`config.mk`:
```
export PLATFORM = sky130hd
export DESIGN_NAME = ex_mul_seq
export DESIGN_NICKNAME = d
export VERILOG_FILES = /design/src/rtl/ex_pkg.sv /design/src/rtl/ex_alu_mux.sv /design/src/rtl/ex_mul_seq.sv
export SDC_FILE = /design/constraint.sdc
export NUM_CORES = 1
export LEC_CHECK = 0
export ABC_AREA = 1
export ABC_CLOCK_PERIOD_IN_PS = 4030
export BUFFER_PORTS_ARGS = -buffer_cell sky130_fd_sc_hd__clkbuf_2
export CAP_MARGIN = 10
export CORE_MARGIN = 5
export CORE_UTILIZATION = 56
export DETAILED_ROUTE_END_ITERATION = 7
export PLACE_DENSITY = 0.93
export SETUP_SLACK_MARGIN = 0.2
export SLEW_MARGIN = 0
export SYNTH_ARGS = -nofsm -noshare
export SYNTH_HDL_FRONTEND = slang
export SYNTH_SLANG_ARGS = --single-unit
```
`constraint.sdc`:
```
create_clock -name clk -period 4.03 [get_ports clk]
set_input_delay 0.806 -clock clk [delete_from_list [all_inputs] [get_ports clk]]
set_output_delay 0.806 -clock clk [all_outputs]
set_load 0.1 [all_outputs]
```
`src/rtl/ex_pkg.sv`:
```
// Shared EX-stage definitions: ALU function codes, sequencer state encoding, widths.
package ex_pkg;

  localparam int DATA_W    = 32;
  localparam int MUL_ITERS = 32;

  localparam logic [4:0] FS_PASS = 5'b00000;
  localparam logic [4:0] FS_ADD  = 5'b00010;
  localparam logic [4:0] FS_SUB  = 5'b00100;

  typedef enum logic [1:0] {
    IDLE = 2'd0,
    RUN  = 2'd1,
    NEG  = 2'd2,
    DONE = 2'd3
  } mul_state_e;

  function automatic logic [2*DATA_W-1:0] neg2x(input logic [2*DATA_W-1:0] v);
    return ~v + {{(2*DATA_W-1){1'b0}}, 1'b1};
  endfunction

endpackage

```
`src/rtl/ex_alu_mux.sv`:
```
// Ownership mux in front of EX: pipeline controls pass through unless the
// multiply sequencer owns the ALU; memory write can be suppressed independently.
module ex_alu_mux
  import ex_pkg::*;
(
  input  logic              sel_seq,
  input  logic              mw_kill,
  input  logic [4:0]        pl_fs,
  input  logic [4:0]        pl_sh,
  input  logic [DATA_W-1:0] pl_a,
  input  logic [DATA_W-1:0] pl_b,
  input  logic              pl_mw,
  input  logic [4:0]        seq_fs,
  input  logic [4:0]        seq_sh,
  input  logic [DATA_W-1:0] seq_a,
  input  logic [DATA_W-1:0] seq_b,
  output logic [4:0]        alu_fs,
  output logic [4:0]        alu_sh,
  output logic [DATA_W-1:0] alu_a,
  output logic [DATA_W-1:0] alu_b,
  output logic              alu_mw
);

  always_comb begin
    alu_fs = pl_fs;
    alu_sh = pl_sh;
    alu_a  = pl_a;
    alu_b  = pl_b;
    alu_mw = pl_mw & ~mw_kill;
    if (sel_seq) begin
      alu_fs = seq_fs;
      alu_sh = seq_sh;
      alu_a  = seq_a;
      alu_b  = seq_b;
      alu_mw = 1'b0;
    end
  end

endmodule

```
`src/rtl/ex_mul_seq.sv`:
```
// Shift-and-add 32x32 multiply sequencer that borrows the EX ALU and stalls the pipeline.
// Optional signed support is enabled by defining EX_MUL_SEQ_SIGNED_EN.
module ex_mul_seq
  import ex_pkg::*;
(
  input  logic        clk,
  input  logic        reset,
  input  logic        start,
  input  logic        sgn,
  input  logic [31:0] mul_a,
  input  logic [31:0] mul_b,
  input  logic [4:0]  pl_fs,
  input  logic [4:0]  pl_sh,
  input  logic [31:0] pl_a,
  input  logic [31:0] pl_b,
  input  logic        pl_mw,
  input  logic [31:0] alu_f,
  input  logic        alu_c,
  output logic [4:0]  alu_fs,
  output logic [4:0]  alu_sh,
  output logic [31:0] alu_a,
  output logic [31:0] alu_b,
  output logic        alu_mw,
  output logic        busy,
  output logic        stall,
  output logic        done,
  output logic [31:0] prod_hi,
  output logic [31:0] prod_lo
);

  mul_state_e        state_q, state_d;
  logic [DATA_W-1:0] mcand_q, mcand_d;
  logic [DATA_W-1:0] mq_q, mq_d;
  logic [DATA_W-1:0] acc_hi_q, acc_hi_d;
  logic [DATA_W-1:0] prod_hi_q, prod_hi_d;
  logic [DATA_W-1:0] prod_lo_q, prod_lo_d;
  logic [4:0]        cnt_q, cnt_d;
  logic              neg_pend_q, neg_pend_d;

  logic [DATA_W-1:0] a_mag, b_mag;
  logic              neg_req;
  logic              sel_seq, mw_kill;
  logic [DATA_W-1:0] seq_b;

`ifdef EX_MUL_SEQ_SIGNED_EN
  function automatic logic [DATA_W-1:0] mag(input logic signed [DATA_W-1:0] v);
    return (v < 0) ? DATA_W'(-v) : DATA_W'(v);
  endfunction

  // The most negative operand's magnitude 0x80000000 is correct when read unsigned.
  always_comb begin
    a_mag   = sgn ? mag(mul_a) : mul_a;
    b_mag   = sgn ? mag(mul_b) : mul_b;
    neg_req = sgn & (mul_a[31] ^ mul_b[31]);
  end
`else
  logic unused_sgn;
  assign unused_sgn = sgn;
  assign a_mag      = mul_a;
  assign b_mag      = mul_b;
  assign neg_req    = 1'b0;
`endif

  assign seq_b = mq_q[0] ? mcand_q : '0;

  always_comb begin
    state_d    = state_q;
    mcand_d    = mcand_q;
    mq_d       = mq_q;
    acc_hi_d   = acc_hi_q;
    cnt_d      = cnt_q;
    neg_pend_d = neg_pend_q;
    prod_hi_d  = prod_hi_q;
    prod_lo_d  = prod_lo_q;
    sel_seq    = 1'b0;
    mw_kill    = 1'b0;
    busy       = 1'b0;
    done       = 1'b0;
    unique case (state_q)
      IDLE: begin
        if (start) begin
          mcand_d    = a_mag;
          mq_d       = b_mag;
          acc_hi_d   = '0;
          cnt_d      = '0;
          neg_pend_d = neg_req;
          state_d    = RUN;
        end
      end
      RUN: begin
        sel_seq = 1'b1;
        busy    = 1'b1;
        // The ALU carry becomes the new top bit as the 64-bit pair shifts right.
        {acc_hi_d, mq_d} = {alu_c, alu_f, mq_q[DATA_W-1:1]};
        cnt_d = cnt_q + 5'd1;
        if (cnt_q == 5'(MUL_ITERS - 1)) state_d = neg_pend_q ? NEG : DONE;
      end
      NEG: begin
        busy             = 1'b1;
        mw_kill          = 1'b1;
        {acc_hi_d, mq_d} = neg2x({acc_hi_q, mq_q});
        state_d          = DONE;
      end
      DONE: begin
        done      = 1'b1;
        prod_hi_d = acc_hi_q;
        prod_lo_d = mq_q;
        state_d   = IDLE;
      end
      default: state_d = IDLE;
    endcase
  end

  always_ff @(posedge clk) begin
    if (reset) begin
      state_q    <= IDLE;
      mcand_q    <= '0;
      mq_q       <= '0;
      acc_hi_q   <= '0;
      cnt_q      <= '0;
      neg_pend_q <= 1'b0;
      prod_hi_q  <= '0;
      prod_lo_q  <= '0;
    end else begin
      state_q    <= state_d;
      mcand_q    <= mcand_d;
      mq_q       <= mq_d;
      acc_hi_q   <= acc_hi_d;
      cnt_q      <= cnt_d;
      neg_pend_q <= neg_pend_d;
      prod_hi_q  <= prod_hi_d;
      prod_lo_q  <= prod_lo_d;
    end
  end

  assign stall   = busy;
  assign prod_hi = prod_hi_q;
  assign prod_lo = prod_lo_q;

  ex_alu_mux u_alu_mux (
    .sel_seq (sel_seq),
    .mw_kill (mw_kill),
    .pl_fs   (pl_fs),
    .pl_sh   (pl_sh),
    .pl_a    (pl_a),
    .pl_b    (pl_b),
    .pl_mw   (pl_mw),
    .seq_fs  (FS_ADD),
    .seq_sh  (5'd0),
    .seq_a   (acc_hi_q),
    .seq_b   (seq_b),
    .alu_fs  (alu_fs),
    .alu_sh  (alu_sh),
    .alu_a   (alu_a),
    .alu_b   (alu_b),
    .alu_mw  (alu_mw)
  );

endmodule

```
==> Word-level counts from Yosys, hierarchy flattened <==
Index checks and enable logic that the tools add are counted.
{ "op_classes": {"addsub": 2, "eq_ne": 6, "mux": 19, "bitwise_logic": 3, "reduce_logical": 8} }
{ "op_table": {"columns": ["op", "count"], "rows": [
  ["32-bit case mux with 3 select lines", 2],
  ["32-bit 2-to-1 mux", 5],
  ["64-bit by 1-bit adder with 64-bit output (second input constant)", 1],
  ["64-bit inverter", 1],
  ["5-bit 2-to-1 mux", 3],
  ["5-bit case mux with 2 select lines", 1],
  ["2-bit case mux with 4 select lines", 1],
  ["2-bit AND reduction", 4],
  ["5-bit by 1-bit adder with 5-bit output (second input constant)", 1],
  ["5-bit equality test (second input constant)", 1],
  ["1-bit 2-to-1 mux", 5],
  ["2-bit equality test (second input constant)", 2],
  ["2-bit 2-to-1 mux", 2],
  ["2-bit inequality test (second input constant)", 2],
  ["3-bit nonzero test", 1],
  ["2-bit by 1-bit equality test with 1-bit output (second input constant)", 1],
  ["2-bit logical NOT", 1],
  ["2-bit nonzero test", 1],
  ["2-bit OR reduction", 1],
  ["1-bit AND", 1],
  ["1-bit inverter", 1]
]} }
{ "word_totals": {"ff_bits": 167, "output_inout_bits": 142} }

==> Longest topological paths before layout <==
{ "logic_depth": {"ltp_word": 5, "depth_mapped": 13, "depth_no_buf": 12} }

==> By module <==
From an unflattened synthesis, not the netlist that was laid out.
{ "hier_totals": {"hier_cells": 1699, "hier_area_um2": 10075.9} }
{ "by_module_without_submodules": {"columns": ["module", "instances", "cells_per_inst", "area_per_inst_um2"], "rows": [
  ["ex_mul_seq", 1, 1458, 9120.0],
  ["ex_alu_mux", 1, 241, 955.9]
]} }

==> Worst setup path before layout <==
No wires, ideal clock.
{ "synth_timing": {"path_kind": "register to output", "from": "reg state_q[1]", "to": "out alu_a[0]", "arrival_time_ps": 3133, "required_ps": 3224, "setup_slack_ps": 91, "path_stages_with_launch": 7, "n_path_buf": 2, "cell_sequence": "dfxtp_1 inv_1 ha_1 inv_2 clkbuf_1 clkbuf_1 o21ai_0"} }
{ "synth_between": {"elab_chain_len": 3} }
{ "synth_lines": {"columns": ["element", "line", "rtl"], "rows": [
  ["from (decl)", "ex_mul_seq.sv:31", "mul_state_e state_q, state_d;"],
  ["from (signal assigned)", "ex_mul_seq.sv:125", "state_q <= state_d;"],
  ["2-bit by 1-bit equality test with 1-bit output", "ex_mul_seq.sv:79", "unique case (state_q)"],
  ["1-bit 2-to-1 mux", "ex_mul_seq.sv:79", null],
  ["32-bit 2-to-1 mux", "ex_alu_mux.sv:30", "if (sel_seq) begin"],
  ["to (decl)", "ex_mul_seq.sv:21", "output logic [31:0] alu_a,"]
]} }
No other way between the ends.

==> Worst setup path after layout <==
{ "layout_timing": {"from": "reg state_q[1]", "to": "out alu_a[30]"} }
Same word-level chain as after synthesis.

==> results_dict.tcl <==
set metrics [dict create \
    detail-route-antenna-nets 0 \
    worst_path_max_delay_cell "sky130_fd_sc_hd__ha_4" \
    clk_pin_slew_ns 0.06 \
    place_area_mm2 0.0117 \
    synthesis.yosys.warnings 0 \
    core.rowCount 48 \
    critical_path.max_stage_delay_ns 0.48 \
    period_minus_slack_ns 3.36 \
    final_max_slew_viol_count 0 \
    wl_per_cell_um 16.7 \
    worst-path-max-fanout 52 \
    grt_remaining_overflow 0 \
    min_from "cnt_q[4]$_SDFFE_PP0P_" \
    gr-usage-all-layers_pct 33.4 \
    maxClockFrequency_ghz 0.298 \
    syn_area_mm2 0.00969 \
    crit_start "state_q[1]$_SDFFE_PP0P_" \
    setup_crit_path_kind "reg2out" \
    antenna_found_initial 0 \
    maxSlewHeadroom_pct 23.4 \
    worst_skew_pair.late_latency_ns 0.43 \
    detail_route.vias_per_cell 5.62 \
    yosys-mux-area-fraction_pct 0 \
    area.growth.synth_to_final_pct 25.9 \
    register_area_mm2 0.00334 \
    worst_setup_path_end_kind "output pin" \
    hpwl_um 25600 \
    initial_core_utilization_pct 56.6 \
    timing.critical_path.arrival_ns 2.55 \
    nFillCells 1473 \
    cap_violations 0 \
    buffer_depth_of_the_longest_clock_path 2 \
    yosys_register_bits 167 \
    worst_hold_path_type "reg2reg" \
    crit_path_cell_trace "inv_1 -> ha_4 -> clkinv_2 -> buf_4 -> o21ai_0 -> clkbuf_2" \
    worst_ep_required_time_ns 3.22 \
    layout_worst_path_cycle_share_pct 83.3 \
    top_library_cells_by_usage_in_the_layout_fill_and_taps_aside "sky130_fd_sc_hd__nand2_1 (446), sky130_fd_sc_hd__clkbuf_2 (289), sky130_fd_sc_hd__nor2_1 (227)" \
    firstDrtPassIters 6 \
    numPlacedInstances 2054 \
    via_count_of_the_first_global_routing_pass 10600 \
    fp.dieH_um 142 \
    final_instance_count_excl_fillers 2086 \
    fin_nets 2032 \
    average_size_of_a_mapped_cell_um2 6.10 \
    worstRegToRegCells 8 \
    dr.first_iter.drc_count 1075 \
    synth_area_leader_cell "sky130_fd_sc_hd__dfxtp_1" \
    grt_pass1_wl_um 54500 \
    post_route_cells_drive_above_1_share_pct 22.5 \
    post_syn_nets 1772 \
    library_cell_used_as_clock_root_buffer "sky130_fd_sc_hd__clkbuf_16" \
    die_w_um 142 \
    mostFrequentLayoutCell "sky130_fd_sc_hd__nand2_1" \
    count_of_cells_resized_by_post_cts_repair 0 \
    largest_family_of_logic_cells_by_synthesized_area "simple AND/OR/NAND/NOR gates" \
    post_synthesis_compound_gate_area_fraction_pct 20.9 \
    setup_violations_final 0 \
    synth_sequential_area_ratio_pct 34.5 \
    place.port_buffers 316 \
    stdcell_area_mm2 0.0122 \
    most_area_consuming_cells_after_synthesis "sky130_fd_sc_hd__dfxtp_1 (34%), sky130_fd_sc_hd__nand2_1 (17%), sky130_fd_sc_hd__o21ai_0 (9.3%), sky130_fd_sc_hd__nor2_1 (8.8%), sky130_fd_sc_hd__a21oi_1 (8.6%)" \
    cts_buffers 17 \
    grt_max_degree 73 \
    grt_setup_unrepaired "false" \
    die_area_mm2 0.0200 \
    synthesis.instances 1588 \
    antennaDiodeCount 0 \
    synthDistinctLibCells 33 \
    cts_htree_levels 4 \
    timing.setup.tns_ns 0 \
    remaining_drc_errors 0 \
    synthXorXnorAreaFrac_pct 0 \
    gp_routability_congestion 0.985 \
    wirelength_um 34700 \
    coreArea_mm2 0.0171 \
    worstHoldPathCells 2 \
    fin_skew_ns 0.0112 \
    num_ports 318 \
    multi_input_area_mm2 0.00562 \
    timing_worst_slew_pin_value_ns 1.15 \
    share_of_the_synthesized_area_in_the_top_cell_type_pct 34.5 \
    status "completed" \
    synth_simple_gate_area_share_pct 35.8 \
    route.vias.total 11700 \
    crit_path_start_kind "register" \
    cts_tree "done" \
    cts.sink_count 167 \
    rr_startpoint "state_q[0]$_SDFFE_PP0P_" \
    holdWs_ns 0.472 \
    final_hold_fails 0 \
    hold_buffers 0 \
    synth-adder-area-share_pct 1.03 \
    post_cts_setup_inserts 0 \
]
[cells in the mapped netlist]
library cell	count
sky130_fd_sc_hd__nand3b_1	1
sky130_fd_sc_hd__o21ai_2	1
sky130_fd_sc_hd__buf_4	1
sky130_fd_sc_hd__nand2_2	9
sky130_fd_sc_hd__a31o_2	4
sky130_fd_sc_hd__nor3_1	5
sky130_fd_sc_hd__inv_1	100
sky130_fd_sc_hd__a21oi_2	4
sky130_fd_sc_hd__o21ai_1	15
sky130_fd_sc_hd__nand2_1	446
sky130_fd_sc_hd__o22ai_1	1
sky130_fd_sc_hd__o21ai_0	180
sky130_fd_sc_hd__ha_1	8
sky130_fd_sc_hd__nand2_4	3
sky130_fd_sc_hd__a21oi_1	167
sky130_fd_sc_hd__nor2_4	13
sky130_fd_sc_hd__or2_2	1
sky130_fd_sc_hd__buf_1	8
sky130_fd_sc_hd__nor2_2	11
sky130_fd_sc_hd__nor2_8	2
sky130_fd_sc_hd__dfxtp_1	167
sky130_fd_sc_hd__buf_2	12
sky130_fd_sc_hd__o221ai_1	1
sky130_fd_sc_hd__nor4_1	1
sky130_fd_sc_hd__nand3_1	107
sky130_fd_sc_hd__nand4_1	2
sky130_fd_sc_hd__a211oi_1	1
sky130_fd_sc_hd__inv_4	1
sky130_fd_sc_hd__nor2_1	228
sky130_fd_sc_hd__o211ai_1	12
sky130_fd_sc_hd__o21a_1	3
sky130_fd_sc_hd__inv_2	4
sky130_fd_sc_hd__clkbuf_1	69
[flip-flops by register name, indices dropped and copies added, names as in the netlist]
signal / flops
acc_hi_q: 32
mcand_q: 32
mq_q: 32
prod_hi: 32
prod_lo: 32
cnt_q: 5
state_q: 2
[cell families after synthesis]
group | Yosys count
simple gates | 829
flops | 167
fa+ha+maj | 8
buf+inv | 195
compound gates | 389
[metrics by stage]
| step | utilization (%) | setup WS, ns |
|---|---|---|
| after floorplan | - | 0.0912 |
| after global placement | 68.1 | 1.16 |
| after detailed placement | 68.1 | 1.13 |
| after CTS | 71.3 | 0.665 |
| after global routing | 71.3 | 0.472 |
| final | 71.3 | 0.675 |
[final timing paths]
check,end,slack [ns]
worst min register to register,cnt_q[4]$_SDFFE_PP0P_,0.47
worst min-delay path,cnt_q[4]$_SDFFE_PP0P_,0.47
worst max-delay path,alu_a[30],0.67
worst max register to register,mq_q[23]$_SDFFE_PP0P_,1.27
[final cells by class]
type                       instances  share of cell area [%]
clock buffer                      20                    3.58
clock inverter                    12                   0.851
inverter                         105                    3.26
multi-input combinational       1226                    46.1
sequential                       167                    27.4
tap                              225                    2.31
timing repair buffer             331                    16.5
[metal layers]
layer | part of all wire (%) | vias to the layer above | global-route usage (%)
li1 | - | 5687 | -
met1 | 39 | 5245 | 42.0
met2 | 47 | 679 | 56.1
met3 | 10 | 106 | 6.88
met4 | 3.9 | 0 | 13.4
met5 | 0 | - | 0
[critical path: cells and delay by family, from the launching register on]
family / cells / cell delay (ns)
flip-flops: 1 / 0.36
adder cells (fa/ha/maj): 1 / 0.48
buffers and inverters: 4 / 1.03
AO/OA/AOI/OAI: 1 / 0.21
Power is left out: the tool's default activity adds up to more than one toggle a clock period on the data nets, which glitch-free logic cannot reach.
